### src/rtl/elbeth_mem_port_arbiter.sv
// Shares the single memory port between instruction fetch and data load/store:
// arbitrate in IDLE, hold the request through ACCESS until ack or timeout, pulse done in RESP.
module elbeth_mem_port_arbiter #(
  parameter int unsigned STARVE_MAX  = 3,
  parameter int unsigned TIMEOUT_CYC = 16
) (
  input  logic        clk,
  input  logic        reset,
  input  logic        if_req,
  input  logic        dm_req,
  input  logic        dm_we,
  input  logic        mem_ack,
  input  logic [31:0] mem_rdata,
  output logic        bit_select,
  output logic        mem_req,
  output logic        mem_we,
  output logic        if_done,
  output logic [31:0] if_rdata,
  output logic        dm_done,
  output logic [31:0] dm_rdata,
  output logic        bus_err,
  output logic        busy
);

  typedef enum logic [1:0] {IDLE, ACCESS, RESP} state_t;

  localparam logic [3:0] STARVE_LIM = 4'(STARVE_MAX);
  localparam logic [8:0] TMO_LIM    = 9'(TIMEOUT_CYC);

  state_t     state;
  logic [3:0] starve_cnt;
  logic [7:0] tmo_cnt;
  logic       fetch_wins;
  logic       tmo_hit;

  // Data has priority unless fetch has already waited through STARVE_MAX data grants.
  assign fetch_wins = if_req && (!dm_req || starve_cnt == STARVE_LIM);
  assign tmo_hit    = (TMO_LIM != 9'd0) && (({1'b0, tmo_cnt} + 9'd1) == TMO_LIM);

  always_ff @(posedge clk or posedge reset) begin
    if (reset) begin
      state      <= IDLE;
      bit_select <= 1'b1;
      mem_req    <= 1'b0;
      mem_we     <= 1'b0;
      if_done    <= 1'b0;
      dm_done    <= 1'b0;
      bus_err    <= 1'b0;
      if_rdata   <= '0;
      dm_rdata   <= '0;
      busy       <= 1'b0;
      starve_cnt <= '0;
      tmo_cnt    <= '0;
    end else begin
      case (state)
        IDLE: begin
          if (if_req || dm_req) begin
            bit_select <= fetch_wins;
            mem_req    <= 1'b1;
            mem_we     <= !fetch_wins && dm_we;
            tmo_cnt    <= '0;
            busy       <= 1'b1;
            state      <= ACCESS;
            if (!fetch_wins && if_req) begin
              if (starve_cnt != STARVE_LIM) starve_cnt <= starve_cnt + 4'd1;
            end else begin
              starve_cnt <= '0;
            end
          end
        end
        ACCESS: begin
          if (mem_ack) begin
            if (bit_select) begin
              if_done  <= 1'b1;
              if_rdata <= mem_rdata;
            end else begin
              dm_done <= 1'b1;
              if (!mem_we) dm_rdata <= mem_rdata;
            end
            bus_err <= 1'b0;
            mem_req <= 1'b0;
            mem_we  <= 1'b0;
            state   <= RESP;
          end else begin
            tmo_cnt <= tmo_cnt + 8'd1;
            if (tmo_hit) begin
              if (bit_select) begin
                if_done  <= 1'b1;
                if_rdata <= '0;
              end else begin
                dm_done  <= 1'b1;
                dm_rdata <= '0;
              end
              bus_err <= 1'b1;
              mem_req <= 1'b0;
              mem_we  <= 1'b0;
              state   <= RESP;
            end
          end
        end
        RESP: begin
          // Requests are still high this cycle, so no arbitration until back in IDLE.
          if_done <= 1'b0;
          dm_done <= 1'b0;
          bus_err <= 1'b0;
          busy    <= 1'b0;
          state   <= IDLE;
        end
        default: state <= IDLE;
      endcase
    end
  end

endmodule

### config.mk
export PLATFORM = sky130hd
export DESIGN_NAME = elbeth_mem_port_arbiter
export DESIGN_NICKNAME = d
export VERILOG_FILES = /design/src/rtl/elbeth_mem_port_arbiter.sv
export SDC_FILE = /design/constraint.sdc
export NUM_CORES = 1
export LEC_CHECK = 0
export BUFFER_PORTS_ARGS = -buffer_cell sky130_fd_sc_hd__buf_2
export CAP_MARGIN = 20
export CORE_UTILIZATION = 48
export CTS_CLUSTER_SIZE = 14
export DETAILED_ROUTE_END_ITERATION = 6
export PLACE_DENSITY_LB_ADDON = 0.05
export SYNTH_ARGS = -nofsm -noshare
export SYNTH_HDL_FRONTEND = slang
export SYNTH_SLANG_ARGS = --single-unit
### constraint.sdc
create_clock -name clk -period 2.2 [get_ports clk]
set_input_delay 0.22 -clock clk [delete_from_list [all_inputs] [get_ports clk]]
set_output_delay 0.22 -clock clk [all_outputs]
set_load 0.05 [all_outputs]
---- After elaboration in Yosys (flattened, before gate mapping) ----
Index checks and enable logic that the tools add are counted.
cells by class
  bitwise operators ....................... 1
  reduce and logical (&&, ||, !) cells .... 21
  eq/ne operators ......................... 10
  add/sub/neg operators ................... 3
  muxes and demuxes ....................... 36
operator list
  cell                                                                      count
  32-bit 2-to-1 mux                                                         9
  8-bit 2-to-1 mux                                                          2
  8-bit case mux with 2 select lines                                        1
  1-bit 2-to-1 mux                                                          12
  1-bit case mux with 2 select lines                                        6
  3-bit AND reduction                                                       4
  8-bit by 1-bit adder with 9-bit output (second input constant)            1
  9-bit by 5-bit equality test with 1-bit output (second input constant)    1
  8-bit by 1-bit adder with 8-bit output (second input constant)            1
  4-bit 2-to-1 mux                                                          2
  2-bit AND reduction                                                       4
  2-bit nonzero test                                                        4
  2-bit 2-to-1 mux                                                          3
  2-bit inequality test (second input constant)                             3
  4-bit by 1-bit adder with 4-bit output (second input constant)            1
  4-bit by 2-bit equality test with 1-bit output (second input constant)    1
  4-bit by 2-bit inequality test with 1-bit output (second input constant)  1
  2-bit case mux with 2 select lines                                        1
  4-bit AND reduction                                                       1
  1-bit logical AND                                                         3
  3-bit inequality test (second input constant)                             1
  2-bit by 1-bit equality test with 1-bit output (second input constant)    1
  2-bit equality test (second input constant)                               1
  1-bit logical NOT                                                         2
  4 further kinds                                                           5
word-level totals
  logic and storage cells ................. 83
  bits in registers ....................... 85
  output and inout bits ................... 71
  input port bits ......................... 38

---- Longest topological paths before layout ----
Gate-level depths: netlist of run 1.
  depth in word-level cells ............... 7
  mapped depth ............................ 9
  mapped depth without buffers ............ 7

---- Least setup slack after synthesis of run 1 ----
Ideal clock, no wire load.
  path type ............................... flip-flop to flip-flop
  start point ............................. reg state[0]
  end point ............................... reg tmo_cnt[2]
  setup time .............................. 0.121 ns
  arrival ................................. 1.810 ns
  path buffers ............................ 2
  stages on the path, launching flop included .. 10
  setup slack ............................. 0.269 ns
  required time ........................... 2.079 ns
  clock period less this slack ............ 1.931 ns
  cells stage by stage .................... dfrtp_1 -> inv_1 -> ha_1 -> buf_2 -> or3b_1 -> buf_2 -> o211ai_2 -> nor2_1 -> mux2_2 -> a22o_1
between the ends
  word-level cells in the longest chain between the ends .. 3
  elaborated cells on any way between the ends .. 7
  those cells by class .................... eq/ne (3); mux (1); reduce/logical (3)
RTL lines
  item                                                                                 RTL line  text
  start: declaration                                                                   30        state_t state;
  start signal: assignment                                                             42        state <= IDLE;
  start signal: assignment                                                             63        state <= ACCESS;
  start signal: assignment                                                             83        state <= RESP;
  2-bit by 1-bit equality test with 1-bit output or 2-bit logical NOT (tied branches)  55        case (state)
  2-bit inequality test (no line) or 2-bit nonzero test (tied branches)                -
  3-bit AND reduction (no line)                                                        -
  end signal: assignment                                                               85        tmo_cnt <= tmo_cnt + 8'd1;
  end: declaration                                                                     32        logic [7:0] tmo_cnt;
Parallel ways exist; a longest one is shown, timed or not.
A chain may end at the register's enable or synchronous reset.

---- Final worst setup path of run 1 ----
  start point ............................. reg tmo_cnt[1]
  end point ............................... reg dm_rdata[10]
between the ends
  word-level cells in the longest chain between the ends .. 4
RTL lines
  item                                            RTL line  text
  8-bit by 1-bit adder with 9-bit output          38        assign tmo_hit = (TMO_LIM != 9'd0) && (({1'b0, tmo_cnt} + 9'd1) == TMO_LIM);
  9-bit by 5-bit equality test with 1-bit output  38
  2-bit nonzero test (no line)                    -
  4-bit AND reduction (no line)                   -
  end signal: assignment                          78        if (!mem_we) dm_rdata <= mem_rdata;
  end: declaration                                20        output logic [31:0] dm_rdata,
No other way between the ends.

==> flow_metrics.env, run 1 <==
export IMPL_endpoint_kind="flop"
export IMPL_n_antenna_cell=0
export IMPL_setup_tns_final_ns=0
export IMPL_irDropWorstVdd_v=0.000683
export IMPL_numPortBuffers=108
export IMPL_row_count=34
export IMPL_antenna_found_initial=0
export IMPL_firstDrtPassIters=7
export IMPL_dpl_hpwl_mm=7.49
export IMPL_grt_pass1_wl_mm=18.8
export IMPL_status="complete, but fails checks"
export IMPL_leakagePower_nw=2.27
export IMPL_crit_type="reg -> reg"
export IMPL_initial_core_util=0.498
export IMPL_ios=109
export IMPL_ys_ff_latch=85
export IMPL_syn_to_final_growth_pct=20.1
export IMPL_max_clock_path_buffers=2
export IMPL_core_mm2=0.00881
export IMPL_tightest_slew_ns=0.656
export IMPL_drc=14
export IMPL_synth_seq_area_share=0.485
export IMPL_setup_viol=0
export IMPL_avgSynthCellArea_um2=9.71
export IMPL_htreeDepth=3
export IMPL_finalNonFillerCells=667
export IMPL_routedWlPerCell_um=16.9
export IMPL_critPathLaunchType="flop"
export IMPL_insertion_delay_ns=0.36
export IMPL_grt_pass1_vias=3745
export IMPL_finalWorstSetupSlack_ns=0.197
export IMPL_overflow=0
export IMPL_cts_tree="yes"
export IMPL_grt_max_degree=49
export IMPL_gp_congestion=0.811
export IMPL_slew_viol_final=0
export IMPL_synth_async_reset_ratio=1.00
export IMPL_synth_edff_count=0
export IMPL_crit_required_ns=2.43
export IMPL_dieArea_mm2=0.00953
export IMPL_violations="design-rule violations"
export IMPL_vias=3849
export IMPL_max_freq_mhz=499
export IMPL_regArea_mm2=0.00213
export IMPL_hold_path_class="in -> reg"
export IMPL_ys_flop_type="dfrtp_1"
export IMPL_period_minus_slack_ns=2.00
export IMPL_track_usage=0.248
export IMPL_period_share=0.910
export IMPL_yosysWarnings=0
export IMPL_powerDensity_mw_per_mm2=1600
export IMPL_fin_skew_ns=0.0121
export IMPL_cts_sinks=85
export IMPL_maxSlewHeadroom=0.561
export IMPL_dpl_worst_slack_ns=0.164
export IMPL_fin_nets=600
export IMPL_utilization=0.599
export IMPL_drt_iter0_drc=236
export IMPL_yosysUniqueCellTypes=50
export IMPL_ant_nets=0
export IMPL_drive_gt1_frac=0.292
export IMPL_routed_wirelength_mm=11.2
export IMPL_netlist_area_mm2=0.00439
export IMPL_hold_violations=0
export IMPL_arrival_ns=2.23
export IMPL_n_fill_cell=809
export IMPL_maxCapViolCount=0
export IMPL_post_cts_buffers=0
export IMPL_r2r_slack_ns=0.20
export IMPL_worst_path_max_fanout=22
export IMPL_cts_root_buf="clkbuf_8"
export IMPL_die_h_um=97.6
export IMPL_cts_buffers=9
export IMPL_multiInputGateArea_mm2=0.00206
export IMPL_syn_inst=452
export IMPL_dp_cells=652
export IMPL_die_x_um=97.6
export IMPL_path_clk_slew_ns=0.09
export IMPL_rsz0062_at_grt="no"
export IMPL_viasPerCell=5.77
export IMPL_synth_fp_nets=496
==> final cells by class <==
cell class / count / share of cell area
repair buffers: 131 / 0.138
well taps: 108 / 0.0256
inverters: 8 / 0.00641
flip-flops and latches: 85 / 0.404
clock buffers: 10 / 0.0261
multi-input cells: 321 / 0.390
clock inverters: 4 / 0.00949
==> per-stage QoR <==
stage	hold WS (ns)	instance area [µm²]	total power, mW
after global placement	0.391	5070	7.30
final	0.108	5270	8.46
after floorplan	0.359	4390	6.22
after global routing	0.102	5270	9.03
after CTS	0.0936	5270	8.52
after detailed placement	0.391	5070	7.42
==> critical path: stages, from the launching register on <==
cell	delay, ns
dfrtp_1	0.35
ha_1	0.31
nand3_1	0.18
o21ai_2	0.22
o2111ai_4	0.22
nor3_2	0.19
buf_4	0.28
o21ai_0	0.13
==> sequential cells by signal (all words and copies together), names as in the netlist <==
| name | flops |
|---|---|
| bit_select | 1 |
| tmo_cnt | 8 |
| if_rdata | 32 |
| if_done | 1 |
| bus_err | 1 |
| busy | 1 |
| state | 2 |
| starve_cnt | 4 |
| mem_req | 1 |
| dm_rdata | 32 |
| mem_we | 1 |
| dm_done | 1 |
==> power breakdown <==
part	switching, mW	internal [mW]
registers	0.498	2.14
clock network	0.552	0.541
logic	3.26	1.47
total	4.31	4.15
==> cells by family after synthesis <==
family,after synthesis,share of synthesized area
adder cells (fa/ha/maj),6,0.0171
AND/OR/NAND/NOR,128,0.155
flip-flops,85,0.485
AO/OA/AOI/OAI,186,0.292
buffers and inverters,46,0.0479
multiplexers,1,0.00257
==> layout by cell type (no fill, tap or decap), types with 2 or more instances in the layout <==
| cell | instances |
|---|---|
| o31ai_1 | 2 |
| o211ai_1 | 2 |
| a32o_1 | 3 |
| clkinvlp_4 | 3 |
| and3b_1 | 2 |
| buf_2 | 108 |
| nor2_1 | 10 |
| nand2b_1 | 46 |
| nor2b_1 | 2 |
| nand2_1 | 45 |
| and3_1 | 2 |
| a2bb2oi_1 | 2 |
| nor3_2 | 2 |
| a21oi_1 | 7 |
| o21ai_1 | 52 |
| nand3_1 | 4 |
| o21ai_2 | 2 |
| nor3_1 | 4 |
| a22oi_1 | 64 |
| a22o_1 | 13 |
| o21ai_0 | 27 |
| ha_1 | 6 |
| buf_4 | 21 |
| inv_1 | 7 |
| clkbuf_8 | 10 |
| a221oi_2 | 3 |
| dfrtp_1 | 84 |
==> per-layer routing <==
metal | GRT usage | wire length, µm
met5 | 0 | 0
met4 | 0.0932 | 150
met3 | 0.0424 | 515
met2 | 0.398 | 5520
met1 | 0.338 | 5060
==> what timing repair did <==
item / 4_1_cts / 5_1_grt
hold buffers: 1 / 0
hold endpoints to repair: 3 / 0
resized for setup: 0 / 1
endpoints found under the setup margin: 0 / 8
==> cell usage after synthesis (2+ instances only) <==
| cell type | count | area share |
|---|---|---|
| nand2_1 | 45 | 0.038 |
| nor2_1 | 10 | 0.0086 |
| a22o_1 | 13 | 0.026 |
| o21ai_1 | 53 | 0.060 |
| a21oi_1 | 7 | 0.0080 |
| dfrtp_1 | 84 | 0.48 |
| buf_2 | 11 | 0.013 |
| o211ai_1 | 2 | 0.0034 |
| and3_1 | 2 | 0.0029 |
| nor3_1 | 4 | 0.0046 |
| buf_4 | 3 | 0.0051 |
| nor2b_1 | 2 | 0.0029 |
| a2bb2oi_1 | 2 | 0.0040 |
| a22oi_1 | 64 | 0.11 |
| o21ai_0 | 27 | 0.031 |
| nand3_1 | 4 | 0.0046 |
| nand2b_1 | 46 | 0.066 |
| and3b_1 | 2 | 0.0040 |
| a221oi_2 | 3 | 0.010 |
| nor3_2 | 2 | 0.0046 |
| a32o_1 | 3 | 0.0068 |
| ha_1 | 6 | 0.017 |
| o31ai_1 | 2 | 0.0034 |
| inv_1 | 8 | 0.0068 |
| clkbuf_1 | 22 | 0.019 |
==> final timing paths <==
path,from,to,cells past startpoint
setup / recovery,tmo_cnt[1],dm_rdata[10],7
hold / removal,mem_rdata[20],if_rdata[20],3
setup reg to reg,tmo_cnt[1],dm_rdata[10],7
hold reg to reg,busy,busy,2
max in group asynchronous,reset,if_rdata[7],4
min in group asynchronous,reset,dm_rdata[23],4
Note: power is estimated with default switching activity, not from simulation.
==> run 2: changes to the inputs <==
--- a/config.mk
+++ b/config.mk
@@ -7,2 +7,3 @@
 export LEC_CHECK = 0
+export ABC_AREA = 1
 export BUFFER_PORTS_ARGS = -buffer_cell sky130_fd_sc_hd__buf_2
@@ -10,2 +11,3 @@
 export CORE_UTILIZATION = 48
+export CTS_CLUSTER_DIAMETER = 50
 export CTS_CLUSTER_SIZE = 14
--- a/constraint.sdc
+++ b/constraint.sdc
@@ -3,2 +3,2 @@
 set_output_delay 0.22 -clock clk [all_outputs]
-set_load 0.05 [all_outputs]
+set_load 0.02 [all_outputs]
==> flow_metrics.env, run 2 <==
export IMPL_hold_path_class="in -> reg"
export IMPL_switching_power_mw=3.02
export IMPL_p_seq_frac=0.381
export IMPL_endpoint_kind="flop"
export IMPL_period_minus_slack_ns=1.99
export IMPL_reg_largest_list="dm_rdata (32), if_rdata (32), tmo_cnt (8)"
export IMPL_htreeDepth=3
export IMPL_total_power_mw=6.48
export IMPL_syn_inst=506
export IMPL_crit_path_top_delay_cell="dfrtp_1"
export IMPL_maxCapViolCount=0
export IMPL_r2r_slack_ns=0.21
export IMPL_setup_viol=0
export IMPL_row_count=33
export IMPL_synth_fp_nets=550
export IMPL_yosysUniqueCellTypes=28
export IMPL_leakagePower_nw=2.92
export IMPL_yosysTopAreaCellShare=0.513
export IMPL_n_fill_cell=798
export IMPL_post_cts_buffers=0
export IMPL_dieArea_mm2=0.00892
export IMPL_overflow=0
export IMPL_synth_common_cells="nand2_1, dfrtp_1, nand4_1"
export IMPL_synth_seq_area_share=0.519
export IMPL_dpl_hpwl_mm=6.74
export IMPL_cts_tree="yes"
export IMPL_layout_common_cells="nand2_1, buf_2, dfrtp_1"
export IMPL_initial_core_util=0.497
export IMPL_finish_instance_area_mm2=0.00496
export IMPL_fin_nets=652
export IMPL_n_antenna_cell=0
export IMPL_crit_required_ns=2.45
export IMPL_tightest_slew_ns=1.06
export IMPL_rsz0062_at_grt="yes"
export IMPL_powerDensity_mw_per_mm2=1310
export IMPL_hold_violations=0
export IMPL_grt_pass1_wl_mm=16.8
export IMPL_antenna_found_initial=0
export IMPL_syn_to_final_growth_pct=20.9
export IMPL_ys_ff_latch=85
export IMPL_placedInstanceArea_mm2=0.00469
export IMPL_max_clock_path_buffers=2
export IMPL_yosysWarnings=0
export IMPL_track_usage=0.243
export IMPL_core_mm2=0.00826
export IMPL_cp_common_cell="nand2_1"
export IMPL_routed_wirelength_mm=10.7
export IMPL_status="finished clean"
export IMPL_drt_iter0_drc=253
export IMPL_setup_tns_final_ns=0
export IMPL_gp_congestion=0.813
export IMPL_cts_root_buf="clkbuf_8"
export IMPL_cts_buffers=9
export IMPL_p_int_mw=3.46
export IMPL_viasPerCell=5.25
export IMPL_arrival_ns=2.24
export IMPL_maxSlewHeadroom=0.290
export IMPL_grt_pass1_vias=3463
export IMPL_ys_flop_type="dfrtp_1"
export IMPL_ios=109
export IMPL_synth_largest_area_cell="dfrtp_1"
export IMPL_synth_top_cells_by_area="dfrtp_1, nand2_1, nand4_1"
export IMPL_p_comb_frac=0.462
export IMPL_vias=3763
export IMPL_dp_cells=697
export IMPL_cp_cell_sequence="ha_2 > nand3_1 > o21ai_1 > nand2_1 > nor2_1 > nand3_2 > nand2_8 > nand3_4 > nand2_1 > nand2_1"
export IMPL_clkPwrFrac=0.158
export IMPL_grt_max_degree=65
export IMPL_reg2regPathDepth=10
export IMPL_path_clk_slew_ns=0.09
export IMPL_slew_viol_final=0
export IMPL_finalWorstSetupSlack_ns=0.214
export IMPL_irDropWorstVdd_v=0.000723
export IMPL_period_share=0.903
export IMPL_die_x_um=94.4
export IMPL_avgSynthCellArea_um2=8.11
export IMPL_critPathLaunchType="flop"
export IMPL_cts_sinks=85
export IMPL_finalNonFillerCells=717
export IMPL_synth_async_reset_ratio=1.00
export IMPL_swShare=0.466
export IMPL_drc=0
export IMPL_worst_path_max_fanout=16
export IMPL_max_stage_delay_ns=0.42
export IMPL_routedWlPerCell_um=14.9
export IMPL_synth_edff_count=0
export IMPL_netlist_area_mm2=0.00410
export IMPL_synth_most_common_cell="nand2_1"
export IMPL_final_common_cell="nand2_1"
export IMPL_dpl_worst_slack_ns=0.116
export IMPL_whs_ns=0.118
export IMPL_die_h_um=94.4
export IMPL_drive_gt1_frac=0.237
export IMPL_numPortBuffers=108
export IMPL_insertion_delay_ns=0.36
export IMPL_crit_type="reg -> reg"
export IMPL_ant_nets=0
export IMPL_holdPathStages=3
export IMPL_max_freq_mhz=503
export IMPL_utilization=0.600
export IMPL_firstDrtPassIters=4
export IMPL_fin_skew_ns=0.0156
==> run 2: area by class of cell <==
class	count	area, µm²	share of cell area
Clock buffer	11	151	0.0305
Clock inverter	4	23.8	0.00480
Inverter	56	214	0.0432
Multi-Input combinational cell	338	1670	0.338
Sequential cell	85	2130	0.429
Tap cell	105	131	0.0265
Timing Repair Buffer	118	634	0.128
==> run 2: final timing paths <==
check | to | from
max in group asynchronous | bit_select | reset
min in group asynchronous | if_rdata[3] | reset
worst max-delay path | if_rdata[27] | tmo_cnt[1]
worst min-delay path | if_rdata[3] | mem_rdata[3]
worst min register to register | if_rdata[23] | if_rdata[23]
worst max register to register | if_rdata[27] | tmo_cnt[1]
==> run 2: worst max-delay path: cells and delay by family, from the launching register on <==
kind	cells	cell delay [ns]
fa+ha+maj	1	0.21
compound gates	1	0.14
flops	1	0.42
simple gates	8	1.11
==> run 2: logic make-up after synthesis <==
group,after synthesis,share of synthesized area
AO/OA/AOI/OAI,20,0.0278
buffers and inverters,87,0.0943
AND/OR/NAND/NOR,304,0.332
XOR/XNOR,4,0.00854
flip-flops,85,0.519
adder cells (fa/ha/maj),6,0.0183
==> run 2: repair_timing <==
action                                 4_1_cts  5_1_grt
endpoints found under the hold margin       24        0
gates resized for setup                      0        6
setup endpoints to repair                    0       64
hold buffers                                 1        0
==> run 2: power by group through the flow <==
stage,sequential [mW],combinational (mW),clock [mW]
after CTS,2.46,2.92,1.04
final,2.47,2.99,1.02
after detailed placement,2.48,2.91,0
after global placement,2.47,2.86,0
after floorplan,3.10,1.35,0
after global routing,2.53,3.33,1.10
==> run 2: layer usage <==
| layer | vias to the layer above | part of all wire | global-route usage |
|---|---|---|---|
| li1 | 1843 | - | - |
| met3 | 10 | 0.056 | 0.0499 |
| met2 | 114 | 0.48 | 0.389 |
| met4 | 0 | 0.0096 | 0.0718 |
| met1 | 1796 | 0.46 | 0.332 |
| met5 | - | 0 | 0 |
